`src/rtl/riscv_rf_mp_pkg.sv`:
```
// Shared types and helpers for the multi-port register file.
package riscv_rf_mp_pkg;

   typedef logic [4:0] rsd_t;

   localparam rsd_t zero = 5'd0;

   localparam int unsigned RF_XLEN   = 32;
   localparam int unsigned RF_NREGS  = 32;
   // Widest write-port count supported; narrower configs pad with disabled ports.
   localparam int unsigned RF_MAX_WR = 2;

   typedef struct packed {
      logic hit;
      logic port;
   } wr_win_t;

   // Highest-numbered enabled port targeting idx wins; data is selected by the caller.
   function automatic wr_win_t wr_win(input rsd_t                        idx,
                                      input logic [RF_MAX_WR-1:0][4:0] dst,
                                      input logic [RF_MAX_WR-1:0]      we);
      wr_win_t r;
      r = '0;
      for (int w = 0; w < RF_MAX_WR; w++) begin
         if (we[w] && (dst[w] == idx)) begin
            r.hit  = 1'b1;
            r.port = w[0];
         end
      end
      return r;
   endfunction

endpackage

```
`src/rtl/riscv_rf_rdport.sv`:
```
// One synchronous read port: latched index, stall hold, bypass and stall refresh.
module riscv_rf_rdport
   import riscv_rf_mp_pkg::*;
#(
   parameter int unsigned XLEN     = RF_XLEN,
   parameter int unsigned NREGS    = RF_NREGS,
   parameter int unsigned BYPASS   = 1,
   parameter int unsigned ZERO_REG = 1
) (
   input  logic                                 clk_i,
   input  logic                                 rst_ni,
   input  logic                                 stall_i,
   input  logic [4:0]                           src_i,
   input  logic [NREGS-1:0][XLEN-1:0]           regs_i,
   input  logic [RF_MAX_WR-1:0][4:0]            wr_dst_i,
   input  logic [RF_MAX_WR-1:0]                 wr_we_i,
   input  logic [RF_MAX_WR-1:0][XLEN-1:0]       wr_data_i,
   output logic [XLEN-1:0]                      rd_q_o
);

   localparam int unsigned IdxW = (NREGS > 1) ? $clog2(NREGS) : 1;

   rsd_t            src_q, src_d;
   logic [XLEN-1:0] rd_q, rd_d;
   wr_win_t         win;

   // Next index/data: hold and refresh under stall, otherwise capture a fresh read.
   always_comb begin
      src_d = src_q;
      rd_d  = rd_q;
      win   = '0;
      if (stall_i) begin
         // Refresh applies even with BYPASS=0 so a held operand never goes stale.
         win = wr_win(src_q, wr_dst_i, wr_we_i);
         if (win.hit) rd_d = wr_data_i[win.port];
      end else begin
         src_d = src_i;
         win   = wr_win(src_i, wr_dst_i, wr_we_i);
         if (((ZERO_REG != 0) && (src_i == zero)) || (32'(src_i) >= NREGS)) begin
            rd_d = '0;
         end else if ((BYPASS != 0) && win.hit) begin
            rd_d = wr_data_i[win.port];
         end else begin
            rd_d = regs_i[src_i[IdxW-1:0]];
         end
      end
   end

   // Index and output registers with synchronous active-low reset.
   always_ff @(posedge clk_i) begin
      if (!rst_ni) begin
         src_q <= '0;
         rd_q  <= '0;
      end else begin
         src_q <= src_d;
         rd_q  <= rd_d;
      end
   end

   assign rd_q_o = rd_q;

endmodule

```
`src/rtl/riscv_rf_mp.sv`:
```
// Multi-port register file: storage array, write resolution and NRD read ports.
module riscv_rf_mp
   import riscv_rf_mp_pkg::*;
#(
   parameter int unsigned XLEN     = RF_XLEN,
   parameter int unsigned NREGS    = RF_NREGS,
   parameter int unsigned NRD      = 2,
   parameter int unsigned NWR      = 1,
   parameter int unsigned BYPASS   = 1,
   parameter int unsigned ZERO_REG = 1
) (
   input  logic                           clk,
   input  logic                           rst,
   input  logic                           stall_i,
   input  logic [NRD-1:0][4:0]            rf_src_i,
   output logic [NRD-1:0][XLEN-1:0]       rf_src_q_o,
   input  logic [NWR-1:0][4:0]            rf_dst_i,
   input  logic [NWR-1:0][XLEN-1:0]       rf_dst_d_i,
   input  logic [NWR-1:0]                 rf_we_i,
   output logic [NREGS-1:0][XLEN-1:0]     rf_o
);

   logic [NREGS-1:0][XLEN-1:0]     regs_q, regs_d;
   logic [RF_MAX_WR-1:0][4:0]      dst_pad;
   logic [RF_MAX_WR-1:0]           we_pad;
   logic [RF_MAX_WR-1:0][XLEN-1:0] data_pad;
   wr_win_t                        win;

   // Effective write enables: illegal indices (x0 when hardwired, >= NREGS) are dropped.
   always_comb begin
      dst_pad  = '0;
      we_pad   = '0;
      data_pad = '0;
      for (int w = 0; w < int'(NWR); w++) begin
         dst_pad[w]  = rf_dst_i[w];
         data_pad[w] = rf_dst_d_i[w];
         we_pad[w]   = rf_we_i[w] && (32'(rf_dst_i[w]) < NREGS) &&
                       !((ZERO_REG != 0) && (rf_dst_i[w] == zero));
      end
   end

   // Array next state; writes are not gated by stall since WB runs independently.
   always_comb begin
      regs_d = regs_q;
      win    = '0;
      for (int i = 0; i < int'(NREGS); i++) begin
         win = wr_win(rsd_t'(i), dst_pad, we_pad);
         if (win.hit) regs_d[i] = data_pad[win.port];
      end
   end

   // Storage array with synchronous active-low reset.
   always_ff @(posedge clk) begin
      if (!rst) regs_q <= '0;
      else      regs_q <= regs_d;
   end

   for (genvar r = 0; r < NRD; r++) begin : g_rd
      riscv_rf_rdport #(
         .XLEN     (XLEN),
         .NREGS    (NREGS),
         .BYPASS   (BYPASS),
         .ZERO_REG (ZERO_REG)
      ) u_rdport (
         .clk_i     (clk),
         .rst_ni    (rst),
         .stall_i   (stall_i),
         .src_i     (rf_src_i[r]),
         .regs_i    (regs_q),
         .wr_dst_i  (dst_pad),
         .wr_we_i   (we_pad),
         .wr_data_i (data_pad),
         .rd_q_o    (rf_src_q_o[r])
      );
   end

   assign rf_o = regs_q;

endmodule

```
`config.mk`:
```
export PLATFORM = sky130hd
export DESIGN_NAME = riscv_rf_mp
export DESIGN_NICKNAME = d
export VERILOG_FILES = /design/src/rtl/riscv_rf_mp_pkg.sv /design/src/rtl/riscv_rf_rdport.sv /design/src/rtl/riscv_rf_mp.sv
export SDC_FILE = /design/constraint.sdc
export NUM_CORES = 2
export LEC_CHECK = 0
export CAP_MARGIN = 25
export CORE_AREA = 2 2 439 441
export DETAILED_ROUTE_END_ITERATION = 8
export DIE_AREA = 0 0 441 443
export HOLD_SLACK_MARGIN = 0.02
export PLACE_DENSITY = 0.55
export SLEW_MARGIN = 20
export SYNTH_ARGS = -nofsm -noshare
export SYNTH_HDL_FRONTEND = slang
export SYNTH_SLANG_ARGS = --single-unit
```
`constraint.sdc`:
```
create_clock -name clk -period 3.15 [get_ports clk]
set_input_delay 0.63 -clock clk [delete_from_list [all_inputs] [get_ports clk]]
set_output_delay 0.63 -clock clk [all_outputs]
set_load 0.005 [all_outputs]
```
Yosys cells after proc, flatten, opt, wreduce, memory -nomap -nowiden

Index checks and enable logic that the tools add are counted.
Widths: inputs -> output; s select.

Equality and inequality tests: 37
Multiplexer cells: 124
Bitwise operators: 0
Order comparisons: 38
Multiply operators: 0
Reductions and logical operators: 41
Shift-type cells: 0
Add/subtract/negate cells: 0
Divide/modulo/power cells: 0

Operators with widths:

| cell               | count |
|---|---|
| $mux 32            | 82 |
| $bmux 32 s5        | 2 |
| $eq 5x5->1 const B | 16 |
| $mux 2             | 40 |
| $lt 1x2->1 const B | 36 |
| $eq 5x4->1 const B | 8 |
| $logic_and 1x1->1  | 37 |
| $eq 5x3->1 const B | 4 |
| $eq 5x5->1         | 4 |
| $logic_not 5->1    | 3 |
| $lt 5x6->1 const B | 2 |
| $eq 5x2->1 const B | 2 |
| $eq 5x1->1 const B | 1 |
| $ne 2x1->1 const B | 2 |
| $logic_not 1->1    | 1 |

Word-level logic and storage cells: 276
Bits in writable memories: 0
Register bits after elaboration: 1098
Output and inout port bits: 1088
Memories: 0
ROM bits: 0
Latch bits: 0

Logic depth before layout (Yosys ltp)

Depth in word-level cells: 11
Depth in mapped cells: 8
Mapped depth without buffers: 5

Cells and area by module

Synthesis repeated with hierarchy kept, for this count alone.

Cell total of the unflattened synthesis: 5269
Area, all modules: 57950.6 um^2

By module, submodules not included:

| module          | cells an instance | instances | seq. area each (um^2) | area an instance (um^2) |
|---|---|---|---|---|
| riscv_rf_mp     | 3441              | 1         | 20499.7               | 36239.8 |
| riscv_rf_rdport | 914               | 2         | 740.7                 | 10855.4 |

Worst setup path after synthesis

Ideal clock, no wire load.

Path type: input port to flip-flop
Start point: input port rf_src_i[0] (netlist name)
End point: register g_rd[0].u_rdport.rd_q[10]
Data arrival time: 2339 ps
Data required time: 3013 ps
Path slack: 674 ps
Buffers on the path: 2
Stages on the path: 6
Cells stage by stage: clkbuf_1 -> buf_1 -> mux4_2 -> a22oi_1 -> a21o_1 -> o2111ai_1

Cells in the longest elaborated chain, start to end: 7
Elaborated cells between the ends (all ways): 10
Classes of those cells: eq/ne (1); mux (7); reduce/logical (2)

RTL lines:

| what                                                                | line                  | text |
|---|---|---|
| start: declaration                                                  | riscv_rf_mp.sv:15     | `input logic [NRD-1:0][4:0] rf_src_i,` |
| parallel branches: the longest is 5 deep, another holds $bmux 32 s5 | -                     |  |
| $mux 32 *                                                           | riscv_rf_rdport.sv:39 | `if (((ZERO_REG != 0) && (src_i == zero)) \|\| (32'(src_i) >= NREGS)) begin` |
| $mux 32 *                                                           | riscv_rf_rdport.sv:32 | `if (stall_i) begin` |
| end signal: assignment                                              | riscv_rf_rdport.sv:56 | `rd_q <= rd_d;` |
| end: declaration                                                    | riscv_rf_rdport.sv:24 | `logic [XLEN-1:0] rd_q, rd_d;` |

Mark *: on every way between the ends. The select of a mux whose other input is x is not followed.
A chain may end at the register's enable or synchronous reset.

Worst setup path after layout

Start point: register regs_q (netlist bit rf_o[427])
End point: output port rf_o[427] (netlist name)

RTL lines:

| what                     | line              | text |
|---|---|---|
| start: declaration       | riscv_rf_mp.sv:23 | `logic [NREGS-1:0][XLEN-1:0] regs_q, regs_d;` |
| start signal: assignment | riscv_rf_mp.sv:55 | `else regs_q <= regs_d;` |
| end: declaration         | riscv_rf_mp.sv:20 | `output logic [NREGS-1:0][XLEN-1:0] rf_o` |

No word-level cell between the ends.

==> results by group <==
Clock network
  – Clock transition at the registers of the reported paths: 0.06 ns
  – CTS root buf: clkbuf_16
  – Clock latency at the later pin of the worst-skew pair: a little over 0.8 ns
  – Postcts setup bufs: 0
  – CTS Hold Buffers Added: 0
  – TritonCTS Buffers: 137
  – Post_cts resized: 0
  – CTS tree: done
  – Clock buffer depth: 3
  – H-tree levels: 4
  – Clock sinks: ~1100

Timing
  – Worst slew margin: 22.5%
  – # setup viols final: 0
  – Hold Vio Cnt, Final: 0
  – Setup TNS: 0 ns
  – RSZ-0062 raised after global routing: no
  – Final Max Tran Viols: 0
  – Worst slew pin tran: about 1.2 ns
  – Max frequency: approximately 0.37 GHz
  – Fin crit share: between 80% and 90%
  – Fin Clk Skew: around 0.032 ns
  – Minimum clock period: 2.68 ns

Floorplan
  – Row count: ~160
  – Die area: roughly 200000 um^2
  – IO Pins: ~1100
  – Core Region: ~190000 um^2
  – Die W: roughly 440 um
  – Initial Utilization: between 20% and 30%
  – Die Span Y: between 400 and 500 um

Logic synthesis
  – Top cell type's share of synthesized area: slightly below 40%
  – Synth cell types: 30
  – Yosys reg bits: between 1000 and 1500
  – Ranking of synthesized cells by area: dfxtp_1, mux4_2, nand2_1
  – Seq/Total Area, Yosys: between 30% and 40%
  – Post-synth EDFFs: 0
  – Syn Nets: 6058
  – Yosys top cell by area: dfxtp_1
  – Mean Syn Cell Area: ~9.4 um^2
  – Share of synthesized registers carrying an async set or reset: 0%
  – Prevailing post-synth register cell: dfxtp_1
  – Yosys synthesis warning count: 0
  – Post-synth top cells: nand2_1, dfxtp_1, a21boi_0
  – Post-Syn Area: approximately 56000 um^2
  – Mapped Cells: between 6000 and 7000
  – Cell with the most instances after synthesis: nand2_1

Global routing
  – Total gr overflow: 0
  – Initial antenna violation count: 30
  – Largest net degree at the start of global routing: 185
  – Total track usage: approximately a third
  – Vias in the first global route: roughly 51000
  – Global-route wire length before repair: between 400000 and 500000 um

Setup path
  – Startpoint class of the critical path: register
  – Crit Path Max Fanout: 4
  – Crit path DAT: about 2 ns
  – Critical path buffer and inverter count: 1
  – Max incr delay on CP: slightly below 0.9 ns
  – Setup crit end kind: primary output
  – CP max stage cell: clkdlybuf4s50_1
  – Worst-path cell chain: clkdlybuf4s50_1
  – CP top delay family: buffers and inverters
  – Crit Path Class: reg2out
  – Required @ worst endpoint: between 2 and 3 ns

Routing
  – DRC: 0
  – Total Wirelength: ~320000 um
  – DR pass1 iterations: 7
  – Drt wl/cell: between 30 and 40 um
  – Post-DRT Antenna Nets: 0
  – Detailed Route Iter0 Violations: 6955
  – Avg Vias per Cell: ~5.7
  – Via count: between 50000 and 60000

Final layout
  – Layout cells sized above 1: 16.9%
  – Final Net Count: 7084
  – Area grow syn2layout: 37.5%
  – Layout Cells excl Fill: roughly 9700

Power
  – Peak supply drop: about 0.40 mV
  – P per Cell Area: ~430 nW/um^2
  – Leakage: 24.2 nW

Place
  – PortBufs: about 1100
  – HPWL Detailed: about 240000 um
  – RePlAce Congestion: about 1
  – Cell count after placement: 9420

Run
  – Max_cap viols: 0

Worst hold path
  – Hold crit path type: in2reg

Status
  – Status: complete, no violations
[cell usage in the layout (no fill, tap or decap), types with 3 or more instances in the layout]
cell | synthesis | final
nand2_1 | 2086 | 2072
clkdlybuf4s50_1 | 0 | 1108
dfxtp_1 | 1098 | 1098
a21boi_0 | 992 | 992
mux4_2 | 512 | 512
buf_4 | 0 | 298
a22oi_1 | 256 | 256
clkbuf_16 | 0 | 140
a21o_1 | 130 | 130
buf_12 | 0 | 99
mux2i_1 | 74 | 74
o2111ai_1 | 64 | 64
clkbuf_1 | 556 | 38
nor2_4 | 0 | 33
and2_1 | 35 | 33
clkbuf_8 | 0 | 32
buf_2 | 58 | 25
diode_2 | 0 | 16
xnor2_1 | 16 | 16
nand2_2 | 0 | 14
nor2b_1 | 18 | 14
clkinv_2 | 0 | 12
nand3_1 | 6 | 6
clkinv_8 | 0 | 6
bufinv_16 | 0 | 6
buf_8 | 0 | 5
nor2_1 | 37 | 4
nor3_1 | 4 | 4
nor3b_1 | 4 | 4
nand2b_1 | 4 | 4
xor2_1 | 4 | 4
nor2b_4 | 0 | 4
clkinv_4 | 0 | 3
inv_6 | 0 | 3
[power by group]
part	leakage, nW	internal [mW]	switching [mW]	total, mW
sequential	8.85	14.0	0.151	14.1
combinational	13.2	1.11	1.77	2.88
clock	2.23	9.48	6.83	16.3
[path summary, 6_finish.rpt]
check | from | cells past startpoint | endpoint | slack, ns
worst min register to register | rf_o[139] | 2 | rf_o[139] | 0.49
worst max-delay path | rf_o[427] | 1 | rf_o[427] | 0.47
worst min-delay path | rf_dst_d_i[3] | 3 | rf_o[99] | 0.26
worst max register to register | rf_o[927] | 4 | g_rd[0].u_rdport.rd_q_o[31] | 0.88
[layer usage]
metal	GRT usage, %	wire length (um)	part of all wire, %	vias to the layer above
li1	-	-	-	23200
met1	41.9	129000	40	27700
met2	46.5	138000	43	3326
met3	9.47	35100	11	648
met4	18.9	22100	6.8	12
met5	0	76	0.023	-
[logic make-up (layout without fill, tap and decap cells)]
family,count (synthesis),after routing,share of synthesized area [%]
AO/OA/AOI/OAI,1447,1447,19.4
XOR/XNOR,20,20,0.311
buffers and inverters,650,1782,4.45
flip-flops,1098,1098,39.0
multiplexers,586,586,21.8
other,0,16,0
AND/OR/NAND/NOR,2206,2206,15.1
[layout make-up]
class / count / area [um^2]
fill: 18600 / 114000
multi-input combinational: 4259 / 32300
sequential: 1098 / 22000
timing repair buffer: 1535 / 15500
clock buffer: 210 / 4090
tap: 2526 / 3160
clock inverter: 35 / 475
antenna: 16 / 40.0
inverter: 2 / 7.51
[per-stage QoR]
step | power (mW) | util (%) | instance area (um^2) | worst slack [ns] | hold slack (ns)
after detailed placement | 17.3 | 38.2 | 73000 | 0.00279 | 0.485
after global placement | 17.3 | 38.2 | 73000 | 0.0730 | 0.473
after floorplan | 15.9 | - | 56400 | 0.674 | 0.479
after global routing | 34.1 | 40.6 | 77600 | 0.388 | 0.219
final | 33.3 | 40.6 | 77600 | 0.467 | 0.260
after CTS | 33.5 | 40.6 | 77500 | 0.380 | 0.172
[registers in the layout, summed over array words and instances, names as in the netlist]
name / cells
g_rd.u_rdport.rd_q_o: 64
g_rd.u_rdport.src_q: 10
rf_o: 1024
(Power assumes the default switching activity.)
